## config.mk

```make
export PLATFORM = sky130hd
export DESIGN_NAME = apple_spawner
export DESIGN_NICKNAME = d
export VERILOG_FILES = /design/src/rtl/apple_spawner.sv
export SDC_FILE = /design/constraint.sdc
export NUM_CORES = 1
export LEC_CHECK = 0
export BUFFER_PORTS_ARGS = -buffer_cell sky130_fd_sc_hd__buf_2
export CAP_MARGIN = 40
export CORE_AREA = 2 2 128 130
export CTS_BUF_LIST = sky130_fd_sc_hd__clkbuf_16
export DETAILED_ROUTE_END_ITERATION = 16
export DIE_AREA = 0 0 130 132
export SLEW_MARGIN = 20
export SYNTH_ARGS = -nofsm -noshare
export SYNTH_HDL_FRONTEND = slang
export SYNTH_SLANG_ARGS = --single-unit
```

## constraint.sdc

```tcl
create_clock -name clk -period 3.77 [get_ports clk]
set_input_delay 0.377 -clock clk [delete_from_list [all_inputs] [get_ports clk]]
set_output_delay 0.377 -clock clk [all_outputs]
set_load 0.05 [all_outputs]
```

## src/rtl/apple_spawner.sv

```systemverilog
// apple_spawner: sequential front end for the combinational apple-position
// selector. It steps a 16-bit Galois LFSR, scales it into a cell index seed,
// waits one cycle for the selector to settle, and re-checks that the returned
// cell is empty before it publishes a registered apple position.
//
// Optional feature (macro APPLE_SPAWNER_SEED_LOAD_EN): adds seed_load and
// seed_value so that the LFSR can be reseeded at any edge.
//
// Ports:
//   clk        system clock, all logic on the rising edge
//   rst        synchronous active-high reset
//   req        spawn request, sampled only in IDLE
//   field      packed playfield, 3 bits per cell, 3'd0 = empty
//   sel_pos    position returned by the selector for the current seed
//   seed       registered seed driven to the selector
//   apple_pos  registered spawned position
//   valid      one-cycle pulse: apple_pos is new
//   full       one-cycle pulse: no empty cell found, no apple spawned
//   busy       high in every state except IDLE
//   seed_load  (macro only) load seed_value into the LFSR
//   seed_value (macro only) new LFSR value, 0 is replaced by 16'hACE1
module apple_spawner #(
  parameter int unsigned SIZE_X     = 10,
  parameter int unsigned SIZE_Y     = 10,
  parameter int unsigned FIELD_SIZE = (SIZE_X * SIZE_Y) * 3,
  parameter int unsigned SBITS      = $clog2(SIZE_X * SIZE_Y),
  parameter int unsigned MAX_TRIES  = 4
) (
  input  logic                  clk,
  input  logic                  rst,
  input  logic                  req,
  input  logic [FIELD_SIZE-1:0] field,
  input  logic [SBITS-1:0]      sel_pos,
`ifdef APPLE_SPAWNER_SEED_LOAD_EN
  input  logic                  seed_load,
  input  logic [15:0]           seed_value,
`endif
  output logic [SBITS-1:0]      seed,
  output logic [SBITS-1:0]      apple_pos,
  output logic                  valid,
  output logic                  full,
  output logic                  busy
);

  localparam int unsigned N        = SIZE_X * SIZE_Y;
  localparam int unsigned PW       = 16 + SBITS;
  localparam int unsigned TW       = (MAX_TRIES > 1) ? $clog2(MAX_TRIES) : 1;
  localparam logic [15:0] LFSR_RST = 16'hACE1;
  localparam logic [15:0] LFSR_TAP = 16'hB400;

  typedef enum logic [1:0] {
    S_IDLE  = 2'd0,
    S_LOAD  = 2'd1,
    S_WAIT  = 2'd2,
    S_CHECK = 2'd3
  } state_t;

  state_t           state_q, state_d;
  logic [15:0]      lfsr_q, lfsr_d;
  logic [TW-1:0]    try_q, try_d;
  logic [SBITS-1:0] seed_q, seed_d;
  logic [SBITS-1:0] apple_q, apple_d;
  logic             valid_q, valid_d;
  logic             full_q, full_d;
  logic             busy_q, busy_d;

  logic             any_free;
  logic             sel_free;
  logic [15:0]      lfsr_step;
  logic [PW-1:0]    seed_prod;
  logic [SBITS-1:0] seed_scaled;

  // Any empty cell anywhere in the field
  always_comb begin
    any_free = 1'b0;
    for (int i = 0; i < int'(N); i++) begin
      if (field[i*3 +: 3] == 3'd0) any_free = 1'b1;
    end
  end

  // Selector result must be in range and still point at an empty cell
  always_comb begin
    sel_free = 1'b0;
    if (32'(sel_pos) < N) sel_free = (field[32'(sel_pos)*3 +: 3] == 3'd0);
  end

  // Galois right-shift step; a nonzero state never reaches zero
  assign lfsr_step = (lfsr_q >> 1) ^ (lfsr_q[0] ? LFSR_TAP : 16'h0000);

  // (lfsr * N) >> 16 lands in 0..N-1 without a modulo
  assign seed_prod   = PW'(lfsr_q) * PW'(N);
  assign seed_scaled = SBITS'(seed_prod >> 16);

  // Next-state and next-output logic
  always_comb begin
    state_d = state_q;
    lfsr_d  = lfsr_q;
    try_d   = try_q;
    seed_d  = seed_q;
    apple_d = apple_q;
    valid_d = 1'b0;
    full_d  = 1'b0;

    case (state_q)
      S_IDLE: begin
        try_d = '0;
        if (req) state_d = S_LOAD;
      end
      S_LOAD: begin
        if (!any_free) begin
          full_d  = 1'b1;
          state_d = S_IDLE;
        end else begin
          seed_d  = seed_scaled;
          lfsr_d  = lfsr_step;
          state_d = S_WAIT;
        end
      end
      S_WAIT: begin
        state_d = S_CHECK;
      end
      S_CHECK: begin
        if (sel_free) begin
          apple_d = sel_pos;
          valid_d = 1'b1;
          state_d = S_IDLE;
        end else if (try_q == TW'(MAX_TRIES - 1)) begin
          full_d  = 1'b1;
          state_d = S_IDLE;
        end else begin
          try_d   = try_q + TW'(1);
          state_d = S_LOAD;
        end
      end
      default: state_d = S_IDLE;
    endcase

`ifdef APPLE_SPAWNER_SEED_LOAD_EN
    // External reseed overrides the LOAD step
    if (seed_load) lfsr_d = (seed_value == 16'h0000) ? LFSR_RST : seed_value;
`endif

    busy_d = (state_d != S_IDLE);
  end

  // State and output registers
  always_ff @(posedge clk) begin
    if (rst) begin
      state_q <= S_IDLE;
      lfsr_q  <= LFSR_RST;
      try_q   <= '0;
      seed_q  <= '0;
      apple_q <= '0;
      valid_q <= 1'b0;
      full_q  <= 1'b0;
      busy_q  <= 1'b0;
    end else begin
      state_q <= state_d;
      lfsr_q  <= lfsr_d;
      try_q   <= try_d;
      seed_q  <= seed_d;
      apple_q <= apple_d;
      valid_q <= valid_d;
      full_q  <= full_d;
      busy_q  <= busy_d;
    end
  end

  assign seed      = seed_q;
  assign apple_pos = apple_q;
  assign valid     = valid_q;
  assign full      = full_q;
  assign busy      = busy_q;

endmodule
```

Yosys cells after proc, flatten, opt, wreduce, memory -nomap -nowiden
Cells that the tools add are included.
{ "word_totals": {"reg_bits": 37, "in_bits": 310, "elab_cells": 244} }
{ "classes": {"add_sub_neg": 1, "multipliers": 2, "order_cmp": 1, "eq_ne": 6, "n_shift": 1, "n_mux": 115, "bitwise_logic": 2, "n_reduce_logical": 108} }
{ "ops": {"columns": ["op", "count"], "rows": [
  ["$logic_not 3->1", 101],
  ["$shiftx 300x10->3", 1],
  ["$mux 1", 107],
  ["$mul 16x5->21 const B", 1],
  ["$mux 16", 1],
  ["$xor 15x16->16", 1],
  ["$mul 7x2->9 const B", 1],
  ["$mux 2", 4],
  ["$pmux 2 s4", 1],
  ["$lt 7x7->1 const B", 1],
  ["$eq 2x2->1 const B", 3],
  ["$ne 2x2->1 const B", 2],
  ["$pmux 2 s2", 1],
  ["$reduce_and 2->1", 2],
  ["$reduce_bool 2->1", 2],
  ["$reduce_and 3->1", 1],
  ["$add 2x1->2 const B", 1],
  ["$eq 2x1->1 const B", 1],
  ["$logic_not 2->1", 1],
  ["$pmux 1 s2", 1],
  ["$reduce_or 2->1", 1],
  ["$not 1->1", 1]
]} }

Depth between registers and ports, before layout
Gate-level depths: netlist of the first run.
{ "logic_depth": {"depth_word": 104, "depth_mapped": 13, "ltp_nobuf": 13} }

Worst setup path after synthesis of the first run
Ideal clock, no wire load.
{ "synth_path": {"path_kind": "reg2reg", "start": "register lfsr_q[5]", "end": "register seed_q[5], in the netlist seed[5]", "setup_ns": 0.106, "arrival_time_ns": 3.189, "required_ns": 3.664, "setup_slack_ns": 0.475, "path_stages_with_launch": 14, "n_path_buf": 0, "synth_period_minus_slack_ns": 3.295, "cell_sequence": "dfxtp_1 -> ha_1 -> ha_1 -> inv_1 -> fa_1 -> inv_1 -> ha_1 -> nand4_1 -> nor3_1 -> a22oi_1 -> o211ai_1 -> a31oi_1 -> or4b_2 -> o311ai_0"} }
{ "synth_between": {"elab_chain_cells": 1} }
{ "synth_lines": {"columns": ["item", "line_no", "text"], "rows": [
  ["from (decl)", "59", "logic [15:0] lfsr_q, lfsr_d;"],
  ["from (signal assigned)", "159", "lfsr_q <= lfsr_d;"],
  ["$mul 16x5->21", "91", "assign seed_prod = PW'(lfsr_q) * PW'(N);"],
  ["to (signal assigned)", "152", "seed_q <= '0;"],
  ["to (signal assigned)", "161", "seed_q <= seed_d;"],
  ["to (decl)", "61", "logic [SBITS-1:0] seed_q, seed_d;"]
]} }
No other way between the ends.
A chain may end at the register's enable or synchronous reset.

Final worst setup path of the first run
{ "layout_path": {"start": "register lfsr_q[8]", "end": "register seed_q[6], in the netlist seed[6]"} }
The elaborated chain is that of the path after synthesis.

==> results of run 1 <==
[routing by layer]
| layer | up-vias | GRT usage, % | part of all wire, % |
|---|---|---|---|
| met4 | 2 | 6.15 | 2.0 |
| met2 | 251 | 45.4 | 50 |
| met5 | - | 0 | 0.057 |
| met1 | 2910 | 34.8 | 43 |
| met3 | 28 | 2.72 | 5.3 |
| li1 | 3069 | - | - |
[Yosys cell counts (11+ instances only)]
cell type	n	share of area, %
a211o_1	11	1.9
a21oi_1	17	1.7
clkbuf_1	12	0.88
dfxtp_1	37	15
ha_1	56	14
inv_1	62	4.6
mux2i_1	16	3.1
mux4_2	21	9.3
nand2_1	11	0.81
nand4_1	15	1.8
nor2_1	56	4.1
nor3_1	123	12
nor4_1	35	4.3
o21ai_0	12	1.2
[power by group]
| part | leakage [uW] | internal (uW) | switching [uW] |
|---|---|---|---|
| Combinational | 0.00299 | 1210 | 1490 |
| Clock | 0.0000702 | 246 | 179 |
| Sequential | 0.000302 | 482 | 91.7 |
| Total | 0.00336 | 1940 | 1770 |
[worst min path at each step]
stage	start	end	slack [ps]	cells after the start
after floorplan	try_q[1]	try_q[1]	470	2
after global placement	apple_pos[4]	apple_pos[4]	460	2
after detailed placement	apple_pos[5]	apple_pos[5]	460	2
after CTS	sel_pos[6]	apple_pos[6]	420	3
after global routing	req	state_q[0]	440	3
final	req	state_q[0]	420	3
[cells by family after synthesis]
| group | share of synthesized area [%] |
|---|---|
| AO/OA/AOI/OAI | 15.7 |
| XOR/XNOR | 1.55 |
| adder cells (fa/ha/maj) | 17.7 |
| buffers and inverters | 7.99 |
| flip-flops | 14.5 |
| multiplexers | 13.5 |
| AND/OR/NAND/NOR | 29.1 |
[cells in the final DEF, fill, tap and decap left out, types with 3 or more instances in the layout]
master / netlist / layout
o21ai_0: 12 / 12
nand3_1: 6 / 6
dfxtp_1: 37 / 37
inv_1: 62 / 62
nor4_1: 35 / 35
ha_1: 56 / 56
mux2i_1: 16 / 16
a21oi_1: 17 / 17
clkbuf_16: 0 / 5
o21ai_1: 3 / 3
nor2b_1: 4 / 4
nand4_1: 15 / 15
xor2_1: 5 / 5
a211oi_1: 10 / 10
buf_2: 10 / 326
or3_1: 5 / 5
nand2_1: 11 / 11
xnor2_1: 4 / 4
fa_1: 10 / 10
nor3b_1: 3 / 3
a21o_1: 4 / 4
nor2_1: 56 / 56
nand2b_1: 6 / 6
o211ai_1: 5 / 5
o311ai_0: 3 / 3
a211o_1: 11 / 11
mux4_2: 21 / 21
and2_1: 3 / 3
nor4b_1: 9 / 9
nor3_1: 123 / 123
a31oi_1: 3 / 3
o2111ai_1: 3 / 3
buf_4: 3 / 10
o31ai_1: 10 / 10
[state kept, by name, summed over array words and instances (netlist names)]
| name | cells |
|---|---|
| seed | 7 |
| try_q | 2 |
| valid | 1 |
| lfsr_q | 16 |
| apple_pos | 7 |
| state_q | 2 |
| full | 1 |
| busy | 1 |
[critical path: stages (launching register included)]
cell	delay (ps)
dfxtp_1	420
ha_1	260
ha_1	270
inv_1	40
fa_1	480
inv_1	40
ha_1	290
a2111oi_0	390
o21ai_0	190
a22oi_1	310
o211ai_1	220
a41oi_1	280
xnor2_1	100
a211oi_1	210
[stage by stage]
step / util [%] / setup slack (ps) / instance area [um2] / hold slack [ps] / cells
after global placement: 44.1 / 331 / 6930 / 458 / 1158
after detailed placement: 44.1 / 276 / 6940 / 460 / 1159
after floorplan: - / 475 / 5090 / 466 / 635
after CTS: 45.1 / 247 / 7080 / 416 / 1167
after global routing: 45.1 / 0.233 / 7090 / 436 / 1169
final: 45.1 / 168 / 7090 / 424 / 1169
[cell type report]
| class | count | area, um2 |
|---|---|---|
| clock buffers | 5 | 125 |
| well taps | 216 | 270 |
| multi-input cells | 504 | 3950 |
| flip-flops and latches | 37 | 741 |
| repair buffers | 338 | 1740 |
| inverters | 64 | 240 |
| clock inverters | 3 | 21.3 |
| fillers | 1605 | 8620 |
| diodes | 2 | 5.00 |
==> flow_summary.json, run 1 <==
{
  "slew_headroom_pct": 50.1,
  "core_um2": 15700,
  "num-nets-final": 1326,
  "synth-seq-cells": 37,
  "worstReg2RegEnd": "seed[6]",
  "cts-root-buf": "clkbuf_16",
  "cts_buffers": 5,
  "fmax_ghz": 0.278,
  "period_minus_slack_ps": 3600,
  "worst_slew_pin_slew_ps": 749,
  "ys_seq_area_share_pct": 14.5,
  "final.period_utilization_pct": 95.6,
  "critPathLaunchType": "flop",
  "clk_pin_slew_ps": 60,
  "synth_nets": 1011,
  "power_density_nw_per_um2": 522,
  "cap_violations": 0,
  "hpwlAfterDp_um": 19900,
  "post_drt_via_cell_ratio": 5.36,
  "synth_edf_count": 0,
  "setup-violations-final": 0,
  "drc": 0,
  "port_buffers": 326,
  "setup_tns_ps": 0,
  "cts_tree": "built",
  "peakVddDrop_v": 0.000344,
  "endpoint": "seed[6]",
  "synthCells": 635,
  "reg2regPathDepth": 13,
  "setup.worst_path.end_class": "flop",
  "grt_pass1_vias": 6288,
  "drive_gt1_share_pct": 39.5,
  "firstDrtPassIters": 4,
  "area_growth_pct": 39.2,
  "grt_max_degree": 43,
  "pin_count": 327,
  "synthDistinctLibCells": 63,
  "async_flop_share_pct": 0,
  "hold_buffers": 0,
  "grt.overflow.total": 0,
  "hold_violations": 0,
  "die-height_um": 132,
  "wl_per_cell_um": 19.5,
  "ctsLongestPathBuffers": 2,
  "drt-total-wl_um": 22800,
  "rr_startpoint": "lfsr_q[8]",
  "syn_area_per_cell_um2": 8.02,
  "final_antenna_net_count": 0,
  "r2r_slack_ps": 170,
  "slew_violations": 0,
  "path_max_fanout": 5,
  "cts.repair_timing.setup_buffer_count": 0,
  "clock_skew_ps": 5.52,
  "status": "completed",
  "insertion_delay_ps": 290,
  "crit_arrival_ps": 3800,
  "grt_util_all_layers_pct": 26.2,
  "numClockSinks": 37,
  "start_util_pct": 32.4,
  "cts_max_level": 2,
  "vias": 6260,
  "yosysWarnings": 0,
  "critPathLaunch": "lfsr_q[8]",
  "drtIter0Drc": 353,
  "synth_ff_type": "dfxtp_1",
  "p_total_uw": 3700,
  "grt_pass1_wl_um": 34600,
  "required_ps": 3970,
  "rows": 46,
  "fp.dieArea_um2": 17200,
  "synth_area_um2": 5090,
  "leakage_uw": 0.00336,
  "hold_class": "in2reg",
  "rsz0062_at_grt": "false",
  "grt_antenna_before_repair": 3,
  "critPathKind": "reg2reg",
  "place_congestion": 0.947,
  "die_width_um": 130,
  "cts.repair.resized": 0
}
Power figures use the tool's default switching activity.
==> run 2, diff against run 1 <==
- CORE_AREA: 2 2 128 130 -> 2 2 127 129
- DIE_AREA: 0 0 130 132 -> 0 0 129 131
==> run 2 against run 1 <==
Net effect: clock-buffer cell count stayed put; combinational power hardly changed; critical path depth stayed put; fmax is 0.51% higher; clock power is 1% lower; worst setup slack better by 18 ps; sequential share of layout area hardly changed; utilization is 0.26 points higher; final area is 0.16% lower; first-iteration DRC count is 8.5% higher; die area is 1.5% lower; global-route usage is 0.57 points higher.
==> flow_summary.json, run 2 (synthesis gave the netlist of run 1 again) <==
{
  "cpMaxStageDelayCell": "or4b_2",
  "num-nets-final": 1324,
  "start_util_pct": 32.6,
  "grt_antenna_before_repair": 4,
  "ctsLongestPathBuffers": 2,
  "worstReg2RegEnd": "seed[5]",
  "hold_buffers": 0,
  "required_ps": 3940,
  "worstHoldEndpoint": "apple_pos[6]",
  "largest_reg_flops": 16,
  "area_growth_pct": 39.0,
  "whs_path_depth": 3,
  "grt_pass1_vias": 5914,
  "post_drt_via_cell_ratio": 5.47,
  "cts-root-buf": "clkbuf_16",
  "grt_pass1_wl_um": 33800,
  "grt.overflow.total": 0,
  "hold_start": "sel_pos[6]",
  "crit_arrival_ps": 3760,
  "rows": 46,
  "slew_headroom_pct": 44.8,
  "setup.worst_path.end_class": "flop",
  "hold_class": "in2reg",
  "clk_pin_slew_ps": 60,
  "cts_max_level": 2,
  "pin_count": 327,
  "cts_tree": "built",
  "setup_tns_ps": 0,
  "period_minus_slack_ps": 3580,
  "cap_violations": 0,
  "slew_violations": 0,
  "fp.dieArea_um2": 16900,
  "hold_violations": 0,
  "met2_usage_pct": 46.2,
  "rr_startpoint": "lfsr_q[5]",
  "reg2regPathDepth": 13,
  "critPathLaunchType": "flop",
  "instances_no_fill": 1167,
  "worst_slew_pin_slew_ps": 820,
  "power_density_nw_per_um2": 519,
  "cp_slowest_stage_delay_ps": 620,
  "final_cell_mix": "326 x buf_2, 123 x nor3_1, 62 x inv_1, 56 x nor2_1, 56 x ha_1",
  "insertion_delay_ps": 280,
  "core_um2": 15600,
  "vias": 6379,
  "drc": 0,
  "peakVddDrop_v": 0.000366,
  "die-height_um": 131,
  "drive_gt1_share_pct": 39.6,
  "port_buffers": 326,
  "r2r_slack_ps": 190,
  "numClockSinks": 37,
  "drt-total-wl_um": 23400,
  "mostFrequentLayoutCell": "buf_2",
  "top_register": "lfsr_q",
  "crit_path_frequent_cell": "ha_1",
  "path_cells": "ha_1 -> ha_1 -> inv_1 -> fa_1 -> inv_1 -> ha_1 -> nand4_1 -> nor3_1 -> a22oi_2 -> o211ai_1 -> a31oi_1 -> or4b_2 -> o311ai_0",
  "hpwlAfterDp_um": 20400,
  "drtIter0Drc": 383,
  "die_width_um": 129,
  "firstDrtPassIters": 5,
  "place_congestion": 1.06,
  "place_inst": 1156,
  "grt_max_degree": 43,
  "status": "completed",
  "setup-violations-final": 0,
  "critPathKind": "reg2reg",
  "stdcell_area_um2": 7080,
  "fillCellCount": 1646,
  "final_antenna_net_count": 0,
  "leakage_uw": 0.00335,
  "path_max_fanout": 5,
  "top_usage_layer": "met2",
  "rsz0062_at_grt": "false",
  "fmax_ghz": 0.279,
  "cts_buffers": 5,
  "place_area_um2": 6910,
  "grt.met3_usage_pct": 3.50,
  "final.period_utilization_pct": 95.1,
  "grt_util_all_layers_pct": 26.8,
  "grtUsageMet1_pct": 36.2,
  "p_total_uw": 3670,
  "wl_per_cell_um": 20.0,
  "clock_skew_ps": 4.13
}
==> run 2: worst max path at each step <==
stage               from       to  slack [ps]  cells past startpoint
3_5_place_dp   lfsr_q[8]  seed[6]         110                     13
2_1_floorplan  lfsr_q[5]  seed[5]         470                     13
4_1_cts        lfsr_q[8]  seed[6]         100                     13
5_1_grt        lfsr_q[5]  seed[5]           5                     13
3_3_place_gp   lfsr_q[8]  seed[6]         190                     13
6_report       lfsr_q[5]  seed[5]         190                     13
==> run 2: through the flow <==
stage	utilization [%]	worst slack, ps	hold WS (ps)
global route	45.4	5.47	431
global placement	44.3	188	457
CTS	45.2	96.8	401
finish	45.4	186	411
floorplan	-	475	466
detailed placement	44.3	107	463
==> run 2: final cells by class <==
| type | instances | area, um2 | share of cell area [%] |
|---|---|---|---|
| clock inverter | 3 | 21.3 | 0.301 |
| sequential | 37 | 741 | 10.5 |
| antenna | 2 | 5.00 | 0.0707 |
| timing repair buffer | 336 | 1710 | 24.1 |
| clock buffer | 5 | 125 | 1.77 |
| tap | 216 | 270 | 3.82 |
| inverter | 64 | 240 | 3.39 |
| multi-input combinational | 504 | 3970 | 56.1 |
==> run 2: where the power goes <==
part / leakage [uW] / switching (uW) / internal, uW
clock network: 0.0000702 / 175 / 246
registers: 0.000302 / 95.1 / 482
logic: 0.00298 / 1480 / 1200
total: 0.00335 / 1750 / 1930
==> run 2: repair_timing <==
action / CTS / global route
endpoints found under the setup margin: 0 / 2
buffers inserted: 0 / 1
gates resized for setup: 0 / 2
==> run 2: worst max-delay path, delay by kind of cell, from the launching register on <==
kind                       cells  cell delay, ps
buffers and inverters          2              90
adders and majority gates      4            1300
and+or+nand+nor                3             920
DFF                            1             420
AOI/OAI and AO/OA              4             750
==> run 2: routing by layer <==
layer,share of wire [%],routed length (um)
met1,43,10100
met2,48,11100
met3,7.5,1750
met4,1.6,378
met5,0.086,20
==> run 3, diff against run 2 <==
- CELL_PAD_IN_SITES_DETAIL_PLACEMENT: default -> 2
- CELL_PAD_IN_SITES_GLOBAL_PLACEMENT: default -> 2
- CORE_AREA: 2 2 127 129 -> default
- CORE_MARGIN: default -> 1
- CORE_UTILIZATION: default -> 22
- DIE_AREA: 0 0 129 131 -> default
- PLACE_DENSITY_LB_ADDON: default -> 0.1
==> run 3 against run 2 <==
Net effect: final area is 3.4% higher; critical path depth is 1 higher; critical endpoint is now seed[6]; utilization is 13 points lower; global-route usage is 3.8 points lower; clock skew is 0.92 ps lower; routed wire length is 18% higher; via count is 1.7% higher; register-to-register slack better by 30 ps; critical path type unchanged.
==> flow_summary.json, run 3 (synthesis gave the netlist of run 1 again) <==
{
  "grt.overflow.total": 0,
  "setup_tns_ps": 0,
  "wl_per_cell_um": 22.1,
  "post_drt_via_cell_ratio": 5.20,
  "drtIter0Drc": 235,
  "insertion_delay_ps": 290,
  "critPathLaunchType": "flop",
  "crit_path_frequent_cell": "ha_1",
  "slew_violations": 0,
  "whs_path_depth": 3,
  "grt_pass1_vias": 7285,
  "path_max_fanout": 4,
  "cpMaxStageDelayCell": "fa_1",
  "leakage_uw": 0.00343,
  "core_um2": 22600,
  "period_minus_slack_ps": 3550,
  "slew_headroom_pct": 48.0,
  "setup.worst_path.end_class": "flop",
  "reg2regPathDepth": 14,
  "port_buffers": 326,
  "cts_buffers": 5,
  "peakVddDrop_v": 0.000375,
  "clock_power_share_pct": 13.8,
  "place_ws_ps": 22.4,
  "path_cells": "ha_1 -> ha_1 -> inv_1 -> fa_1 -> inv_1 -> ha_1 -> a2111oi_2 -> o21ai_1 -> a22oi_2 -> buf_4 -> o211ai_1 -> a41oi_1 -> xnor2_1 -> a211oi_1",
  "numClockSinks": 37,
  "drt-total-wl_um": 27600,
  "cts_max_level": 2,
  "worstReg2RegEnd": "seed[6]",
  "drive_gt1_share_pct": 41.0,
  "num-nets-final": 1334,
  "cap_violations": 0,
  "internal_power_uw": 2160,
  "hold_class": "in2reg",
  "switching_power_uw": 1940,
  "cts_tree": "built",
  "final_cell_mix": "326 x buf_2, 122 x nor3_1, 62 x inv_1, 56 x nor2_1, 56 x ha_1",
  "status": "completed",
  "setup-violations-final": 0,
  "final.period_utilization_pct": 94.1,
  "cp_slowest_stage_delay_ps": 480,
  "critPathKind": "reg2reg",
  "power_density_nw_per_um2": 561,
  "firstDrtPassIters": 4,
  "rr_startpoint": "lfsr_q[7]",
  "top_register": "lfsr_q",
  "final_antenna_net_count": 0,
  "start_util_pct": 22.5,
  "grt_util_all_layers_pct": 23.0,
  "hold_start": "req",
  "p_comb_share_pct": 72.1,
  "path_buf_inv": 3,
  "fp.dieArea_um2": 23800,
  "ctsLongestPathBuffers": 2,
  "place_congestion": 0.859,
  "grt_antenna_before_repair": 5,
  "worstHoldEndpoint": "state_q[1]",
  "clock_skew_ps": 3.20,
  "rsz0062_at_grt": "false",
  "mostFrequentLayoutCell": "buf_2",
  "fin_ws_ps": 221,
  "r2r_slack_ps": 220,
  "hpwlAfterDp_um": 24300,
  "instances_no_fill": 1248,
  "required_ps": 3970,
  "cpLargestDelayFamily": "compound AO/OA/AOI/OAI gates",
  "die-height_um": 154,
  "crit_arrival_ps": 3750,
  "die_width_um": 154,
  "place_inst": 1234,
  "clk_pin_slew_ps": 60,
  "critPathLaunch": "lfsr_q[7]",
  "cts-root-buf": "clkbuf_16",
  "grt_max_degree": 43,
  "vias": 6490,
  "grt_pass1_wl_um": 41100,
  "pwr-share-seq_pct": 14.1,
  "worst_slew_pin_slew_ps": 773,
  "rows": 55,
  "p_sw_share_pct": 47.3,
  "largest_reg_flops": 16,
  "hold_violations": 0,
  "drc": 0,
  "fmax_ghz": 0.282,
  "area_growth_pct": 43.7,
  "pin_count": 327
}
==> run 3: changes by cell type in the layout (fill, tap and decap cells not counted), sizes merged <==
| cell | delta |
|---|---|
| buf | +10 |
| bufinv | +2 |
| clkinv | -1 |
| clkinvlp | -1 |
| diode | +2 |
==> run 3: power by group through the flow <==
stage          Clock [uW]  Combinational (uW)  Sequential, uW
2_1_floorplan           0                1880             642
3_3_place_gp            0                2730             577
3_5_place_dp            0                2810             583
4_1_cts               591                2880             576
5_1_grt               600                3330             596
6_report              569                2960             578
==> run 3: routing by layer <==
| layer | part of all wire, % | global-route usage [%] |
|---|---|---|
| met1 | 40 | 26.0 |
| met2 | 52 | 43.2 |
| met3 | 5.1 | 4.03 |
| met4 | 2.6 | 7.38 |
| met5 | 0.047 | 0 |
==> run 3: repair_timing <==
item | CTS | global route
pin swaps | 1 | 3
setup buffers | 0 | 1
hold buffers | 0 | 0
endpoints found under the setup margin | 2 | 2
resized for setup | 2 | 10
==> run 3: worst reg2reg max path, stage by stage (launching register included) <==
cell and delay, ps:
dfxtp_2 340, ha_1 290, ha_1 270, inv_1 40, fa_1 480, inv_1 50, ha_1 300, a2111oi_2 350
o21ai_1 150, a22oi_2 240, buf_4 170, o211ai_1 160, a41oi_1 280, xnor2_1 100, a211oi_1 220
==> run 3: layout make-up <==
class	count	area [um2]
diodes	4	10.0
clock buffers	5	125
clock inverters	3	68.8
fillers	2729	15300
inverters	64	240
multi-input cells	504	3980
flip-flops and latches	37	748
well taps	285	357
repair buffers	346	1790
==> run 3: per-stage QoR <==
stage               power [uW]  area, um2  hold slack, ps  util, %
floorplan                 2520       5090             466        -
global placement          3300       7060             456     31.2
detailed placement        3390       7060             462     31.2
CTS                       4050       7260             422     32.0
global route              4530       7320             462     32.3
finish                    4110       7320             430     32.3
==> run 3: worst max path at each step <==
| stage | endpoint | slack, ps | cells past startpoint |
|---|---|---|---|
| 4_1_cts | seed[6] | -6 | 14 |
| 2_1_floorplan | seed[5] | 470 | 13 |
| 3_5_place_dp | seed[5] | 20 | 14 |
| 6_report | seed[6] | 220 | 14 |
| 5_1_grt | seed[6] | 40 | 14 |
| 3_3_place_gp | seed[5] | 150 | 14 |
